[config.mk]
export PLATFORM = sky130hd
export DESIGN_NAME = cpu_bus_dma_ctrl
export DESIGN_NICKNAME = d
export VERILOG_FILES = /design/src/rtl/cpu_bus_dma_ctrl.sv
export SDC_FILE = /design/constraint.sdc
export NUM_CORES = 1
export LEC_CHECK = 0
export BUFFER_PORTS_ARGS = -buffer_cell sky130_fd_sc_hd__buf_2
export CAP_MARGIN = 10
export CELL_PAD_IN_SITES_DETAIL_PLACEMENT = 2
export CELL_PAD_IN_SITES_GLOBAL_PLACEMENT = 2
export CORE_MARGIN = 1.5
export CORE_UTILIZATION = 29
export DETAILED_ROUTE_END_ITERATION = 8
export PLACE_DENSITY = 0.88
export SLEW_MARGIN = 0
export SYNTH_ARGS = -nofsm -noshare
export SYNTH_HDL_FRONTEND = slang
export SYNTH_SLANG_ARGS = --single-unit
[constraint.sdc]
create_clock -name clk -period 2.1 [get_ports clk]
set_clock_uncertainty 0.1 [all_clocks]
set_input_delay 0.42 -clock clk [delete_from_list [all_inputs] [get_ports clk]]
set_output_delay 0.42 -clock clk [all_outputs]
set_load 0.005 [all_outputs]
[src/rtl/cpu_bus_dma_ctrl.sv]
// Bus-side companion to the 6502 core: CPU clock-enable divider, NMI/IRQ
// synchronisers, core-to-system-bus pass-through and the sprite (OAM) DMA engine.
module cpu_bus_dma_ctrl #(
    parameter int          CLK_DIV     = 12,
    parameter int          SYNC_STAGES = 2,
    parameter logic [15:0] DMA_REG     = 16'h4014,
    parameter logic [15:0] DMA_DEST    = 16'h2004,
    parameter int          DMA_LEN     = 256
) (
    input  logic        clk,
    input  logic        rst,
    output logic        cpu_ce,
    input  logic [15:0] core_addr,
    input  logic [7:0]  core_dout,
    input  logic        core_ren,
    input  logic        core_wen,
    output logic [7:0]  core_din,
    output logic        core_rdy,
    output logic        core_nmi_n,
    output logic        core_irq_n,
    input  logic        nmi_in,
    input  logic        irq_in,
    output logic [15:0] bus_addr,
    output logic [7:0]  bus_dout,
    input  logic [7:0]  bus_din,
    output logic        bus_ren,
    output logic        bus_wen,
    input  logic        bus_rdy,
    output logic        dma_active
);
    localparam int            CW       = $clog2(CLK_DIV);
    localparam logic [CW-1:0] CE_LAST  = CW'(CLK_DIV - 1);
    localparam logic [8:0]    LAST_IDX = 9'(DMA_LEN - 1);

    typedef enum logic [2:0] {IDLE, HALT, ALIGN, READ, WRITE} state_t;

    logic [CW-1:0]          r_count;
    logic                   r_parity;
    state_t                 r_state;
    state_t                 w_nextState;
    logic [7:0]             r_page;
    logic [7:0]             r_data;
    logic [8:0]             r_index;
    logic [SYNC_STAGES-1:0] r_nmiSync;
    logic [SYNC_STAGES-1:0] r_irqSync;
    logic                   w_step;
    logic                   w_trigger;
    logic                   w_lastByte;

    assign cpu_ce     = (r_count == CE_LAST);
    assign w_step     = cpu_ce & bus_rdy;
    assign w_trigger  = w_step & core_wen & (core_addr == DMA_REG);
    assign w_lastByte = (r_index == LAST_IDX);
    assign core_din   = bus_din;
    assign core_nmi_n = ~r_nmiSync[SYNC_STAGES-1];
    assign core_irq_n = ~r_irqSync[SYNC_STAGES-1];
    assign dma_active = (r_state != IDLE);

    // Parity counts CPU cycles since reset: 0 = get cycle, 1 = put cycle.
    always_ff @(posedge clk or posedge rst) begin
        if (rst) begin
            r_count  <= '0;
            r_parity <= 1'b0;
        end else begin
            if (cpu_ce) begin
                r_count  <= '0;
                r_parity <= ~r_parity;
            end else begin
                r_count <= r_count + 1'b1;
            end
        end
    end

    always_ff @(posedge clk or posedge rst) begin
        if (rst) begin
            r_nmiSync <= '0;
            r_irqSync <= '0;
        end else begin
            r_nmiSync[0] <= nmi_in;
            r_irqSync[0] <= irq_in;
            for (int i = 1; i < SYNC_STAGES; i++) begin
                r_nmiSync[i] <= r_nmiSync[i-1];
                r_irqSync[i] <= r_irqSync[i-1];
            end
        end
    end

    always_ff @(posedge clk or posedge rst) begin
        if (rst) begin
            r_state <= IDLE;
            r_page  <= '0;
            r_data  <= '0;
            r_index <= '0;
        end else begin
            r_state <= w_nextState;
            if (r_state == IDLE && w_trigger) begin
                r_page <= core_dout;
            end
            if (r_state == READ && w_step) begin
                r_data <= bus_din;
            end
            if (r_state == WRITE && w_step) begin
                r_index <= w_lastByte ? 9'd0 : r_index + 9'd1;
            end
        end
    end

    // Outside IDLE the core is parked on RDY and its strobes never reach the bus.
    always_comb begin
        w_nextState = r_state;
        bus_addr    = {r_page, r_index[7:0]};
        bus_dout    = r_data;
        bus_ren     = 1'b0;
        bus_wen     = 1'b0;
        core_rdy    = 1'b0;
        case (r_state)
            IDLE: begin
                bus_addr = core_addr;
                bus_dout = core_dout;
                bus_ren  = core_ren;
                bus_wen  = core_wen;
                core_rdy = bus_rdy;
                if (w_trigger) w_nextState = HALT;
            end
            HALT: begin
                if (w_step) w_nextState = r_parity ? READ : ALIGN;
            end
            ALIGN: begin
                if (w_step) w_nextState = READ;
            end
            READ: begin
                bus_ren = 1'b1;
                if (w_step) w_nextState = WRITE;
            end
            WRITE: begin
                bus_addr = DMA_DEST;
                bus_wen  = 1'b1;
                if (w_step) w_nextState = w_lastByte ? IDLE : READ;
            end
            default: w_nextState = IDLE;
        endcase
    end
endmodule

-- Word-level counts from Yosys, hierarchy flattened
Cells that the tools add are included.
- add/subtract/negate cells: 2
- eq/ne operators: 12
- muxes and demuxes: 15
- bitwise logic cells: 6
- reduce and logical (&&, ||, !) cells: 6
- operators with widths (cell ; number):
    $pmux 16 s2 ; 1
    $eq 16x15->1 const B ; 1
    $mux 3 ; 5
    $pmux 3 s5 ; 1
    $ne 2x2->1 const B ; 5
    $add 9x1->9 const B ; 1
    $eq 9x8->1 const B ; 1
    $mux 9 ; 1
    $mux 8 ; 1
    $eq 3x2->1 const B ; 2
    $reduce_and 5->1 ; 1
    $add 4x1->4 const B ; 1
    $eq 4x4->1 const B ; 1
    $mux 4 ; 1
    $pmux 1 s2 ; 2
    $and 1x1->1 ; 3
    $eq 3x1->1 const B ; 1
    $eq 3x3->1 const B ; 1
    $logic_and 1x1->1 ; 3
    $logic_not 3->1 ; 1
    $not 1->1 ; 3
    $reduce_bool 3->1 ; 1
    $mux 1 ; 2
    $mux 2 ; 1
- register bits after elaboration: 37
- input bits: 39
- output and inout port bits: 39
- word-level logic and storage cells: 49

-- Logic depth before layout (Yosys ltp)
- depth after elaboration: 6
- depth in mapped cells: 6
- depth with buffers taken out: 5

-- Worst setup path after synthesis
OpenSTA, ideal clock, no wires.
- path type: register to output
- from: register r_state[0]
- to: output port bus_dout[0]
- data arrival time: 1.496 ns
- setup slack: 0.084 ns
- stages on the path, launching flop included: 6
- cells stage by stage: dfrtp_1 > buf_6 > or2_1 > buf_6 > nor2_2 > mux2_2
- longest elaborated chain between the ends: 2
- ends and longest elaborated chain (what ; line ; RTL):
    start, declared ; 39 ; state_t r_state;
    start signal, assigned ; 95 ; r_state <= w_nextState;
    $logic_not 3->1 ; 116 ; case (r_state)
    $mux 8 ; 116 ;
    end, declared ; 24 ; output logic [7:0] bus_dout,
Every way passes these cells.

-- Worst setup path in the final report
- from: register r_state[0]
- to: output port bus_dout[1]
Same word-level chain as after synthesis.

==> impl_metrics.env <==
export IMPL_clock_sinks=37
export IMPL_criticalPathCategory="flip-flop to primary output"
export IMPL_drtPass1Iterations=4
export IMPL_die_w_um=87.7
export IMPL_fillCellCount=788
export IMPL_period_needed_ns=2.19
export IMPL_status="complete, but fails checks"
export IMPL_p_sw_frac=0.244
export IMPL_synth_edff_count=0
export IMPL_rows=30
export IMPL_hold_viol=0
export IMPL_antenna_found_initial=0
export IMPL_drtIter0Drc=62
export IMPL_routed_wl_um=6910
export IMPL_syn_cell_area_sq_mm=0.00208
export IMPL_vias=1895
export IMPL_floorplan_initialDensity=0.303
export IMPL_dpl_hpwl_um=5430
export IMPL_core_area_sq_mm=0.00687
export IMPL_slowest_stage="dfrtp_1"
export IMPL_synthCells=209
export IMPL_synth_area_leaders="dfrtp_1 (45%), mux2_2 (14%), nand2_1 (7.0%), nand3b_1 (4.7%), buf_4 (3.3%)"
export IMPL_numCtsBuffers=5
export IMPL_synth_nets=250
export IMPL_ir_worst_vdd_v=0.000262
export IMPL_final_area_sq_mm=0.00274
export IMPL_ys_warnings_count=0
export IMPL_antennaDiodeCount=0
export IMPL_fin_crit_sh=1.04
export IMPL_p_per_area_mw_per_mm2=477
export IMPL_arrival_ns=1.67
export IMPL_worst_slew_pin_slew_ns=0.505
export IMPL_end_kind="primary output"
export IMPL_drive_gt1_frac=0.466
export IMPL_ys_flop_type="dfrtp_1"
export IMPL_syn_avg_cell_area_sq_um=9.94
export IMPL_crit_chain="or2_4 > nor2_4 > buf_12 > mux2_2 > buf_2"
export IMPL_dieArea_sq_mm=0.00768
export IMPL_path_clk_slew_ns=0.08
export IMPL_yosysTopAreaCellShare=0.446
export IMPL_cap_violations=0
export IMPL_whs_ns=0.134
export IMPL_seqPwrFrac=0.550
export IMPL_p_leak_nw=1.44
export IMPL_grt_pass1_vias=2082
export IMPL_holdCritPathClass="input port to flip-flop"
export IMPL_power_mw=1.31
export IMPL_slowest_delay_ns=0.39
export IMPL_combPwrFrac=0.069
export IMPL_holdBufCountCts=0
export IMPL_root_buffer="clkbuf_8"
export IMPL_grt_pass1_wl_um=10800
export IMPL_drc=0
export IMPL_die_y_um=87.7
export IMPL_fmaxAchievable_ghz=0.456
export IMPL_clk_latency_ns=0.29
export IMPL_violations="setup timing"
export IMPL_critPathLaunchType="flip-flop"
export IMPL_cts_tree="yes"
export IMPL_gp_congestion=0.752
export IMPL_overflow=0
export IMPL_syn_to_final_growth_pct=31.7
export IMPL_seq_area_frac_synth=0.446
export IMPL_wl_per_cell_um=17.8
export IMPL_synth_seq_cells=37
export IMPL_grt_max_degree=38
export IMPL_intPower_mw=0.988
export IMPL_crit_required_ns=1.58
export IMPL_relSlewSlack=0.663
export IMPL_synth_top_area_cell="dfrtp_1"
export IMPL_final_nets=332
export IMPL_port_buffers=77
export IMPL_ant_nets=0
export IMPL_vias_per_cell=4.88
export IMPL_yosysUniqueCellTypes=39
export IMPL_finalSetupViolations=8
export IMPL_h_tree_depth=2
export IMPL_rsz0062_at_grt="yes"
export IMPL_slew_viol_final=0
export IMPL_critPathMaxFanout=9
export IMPL_place_ws_ns=0.137
export IMPL_pwr_share_clk=0.381
export IMPL_setup_tns_ns=-0.665
export IMPL_power_switching_mw=0.319
export IMPL_grt_total_usage=0.187
export IMPL_clock_path_buffers=2
export IMPL_synthArstFlopShare=1.00
export IMPL_ioPinCount=78
export IMPL_setup_ws_ns=-0.0911
export IMPL_place_area_sq_mm=0.00261
[synth_stat cells (4+ instances only)]
| master | instances |
|---|---|
| nand3b_1 | 13 |
| dfrtp_1 | 37 |
| buf_4 | 9 |
| nand4_1 | 4 |
| nand3_1 | 7 |
| mux2_2 | 26 |
| xnor2_1 | 4 |
| nand2_1 | 39 |
| clkbuf_1 | 6 |
| inv_1 | 8 |
| nor2_1 | 6 |
| a21oi_1 | 5 |
| o21ai_0 | 9 |
[cell type report]
cell class	instances	area (sq um)	area share
multi-input combinational	147	1030	0.378
timing repair buffer	92	539	0.197
tap	96	120	0.0439
clock inverter	3	17.5	0.00640
sequential	37	927	0.339
clock buffer	5	68.8	0.0251
inverter	8	30.0	0.0110
[cell usage in the layout, fill, tap and decap left out, drive strengths merged, types with 2 or more instances in the layout]
cell type,instances
o21ai,9
nand2,39
or2,2
a31oi,3
a21oi,5
nand3b,13
buf,92
nand2b,2
nor2b,3
nand3,7
and3,2
xnor2,4
nor2,7
and4,2
nor3b,2
nand4,5
dfrtp,37
nor4b,3
mux2,26
inv,8
clkbuf,5
ha,2
clkinv,2
[cell families (layout without fill, tap and decap cells)]
| group | after synthesis | in the layout | share of synthesized area |
|---|---|---|---|
| AO/OA/AOI/OAI | 22 | 22 | 0.0602 |
| XOR/XNOR | 5 | 5 | 0.0211 |
| adder cells (fa/ha/maj) | 2 | 2 | 0.0120 |
| buffers and inverters | 25 | 108 | 0.0686 |
| flip-flops | 37 | 37 | 0.446 |
| multiplexers | 26 | 26 | 0.141 |
| AND/OR/NAND/NOR | 92 | 92 | 0.252 |
[path summary, 6_finish.rpt]
path / startpoint / end / slack [ns] / cells past startpoint
setup / recovery: r_state[0]$_DFFE_PP0P_ / bus_dout[1] / -0.09 / 5
hold / removal: irq_in / r_irqSync[0]$_DFF_PP0_ / 0.13 / 1
setup reg to reg: r_index[0]$_DFFE_PP0P_ / r_index[3]$_DFFE_PP0P_ / 0.10 / 5
hold reg to reg: r_nmiSync[0]$_DFF_PP0_ / r_nmiSync[1]$_DFF_PP0_ / 0.26 / 0
max in group asynchronous: rst / r_index[0]$_DFFE_PP0P_ / 1.39 / 3
min in group asynchronous: rst / r_data[2]$_DFFE_PP0P_ / 0.14 / 3
[sequential cells by signal, summed over array words and instances (netlist names)]
signal	count
r_count	4
r_data	8
r_index	9
r_irqSync	2
r_nmiSync	2
r_page	8
r_parity	1
r_state	3
[layer usage]
metal / vias to the layer above / part of all wire / track usage
met5: - / 0 / 0
met4: 0 / 0.012 / 0.0563
met3: 7 / 0.032 / 0.0330
met2: 47 / 0.53 / 0.335
met1: 962 / 0.42 / 0.228
li1: 879 / - / -
[critical path, delay by kind of cell (launching register included)]
family | cells | cell delay [ns]
buffers and inverters | 2 | 0.27
flip-flops | 1 | 0.39
multiplexers | 1 | 0.33
AND/OR/NAND/NOR | 2 | 0.39
[metrics by stage]
| step | utilization | instances |
|---|---|---|
| after floorplan | - | 209 |
| after global placement | 0.381 | 379 |
| after detailed placement | 0.381 | 379 |
| after CTS | 0.396 | 388 |
| after global routing | 0.399 | 388 |
| final | 0.399 | 388 |
[what timing repair did]
item	in CTS	in global routing
setup endpoints to repair	15	16
setup buffers	1	0
gates resized for setup	4	5
pin swaps	1	2
[power by group through the flow]
stage	sequential, mW	clock (mW)	combinational [mW]
2_1_floorplan	0.732	0	0.0352
3_3_place_gp	0.733	0	0.0869
3_5_place_dp	0.733	0	0.0908
4_1_cts	0.719	0.514	0.0913
5_1_grt	0.719	0.543	0.101
6_report	0.719	0.498	0.0899
Power figures use the tool's default switching activity.
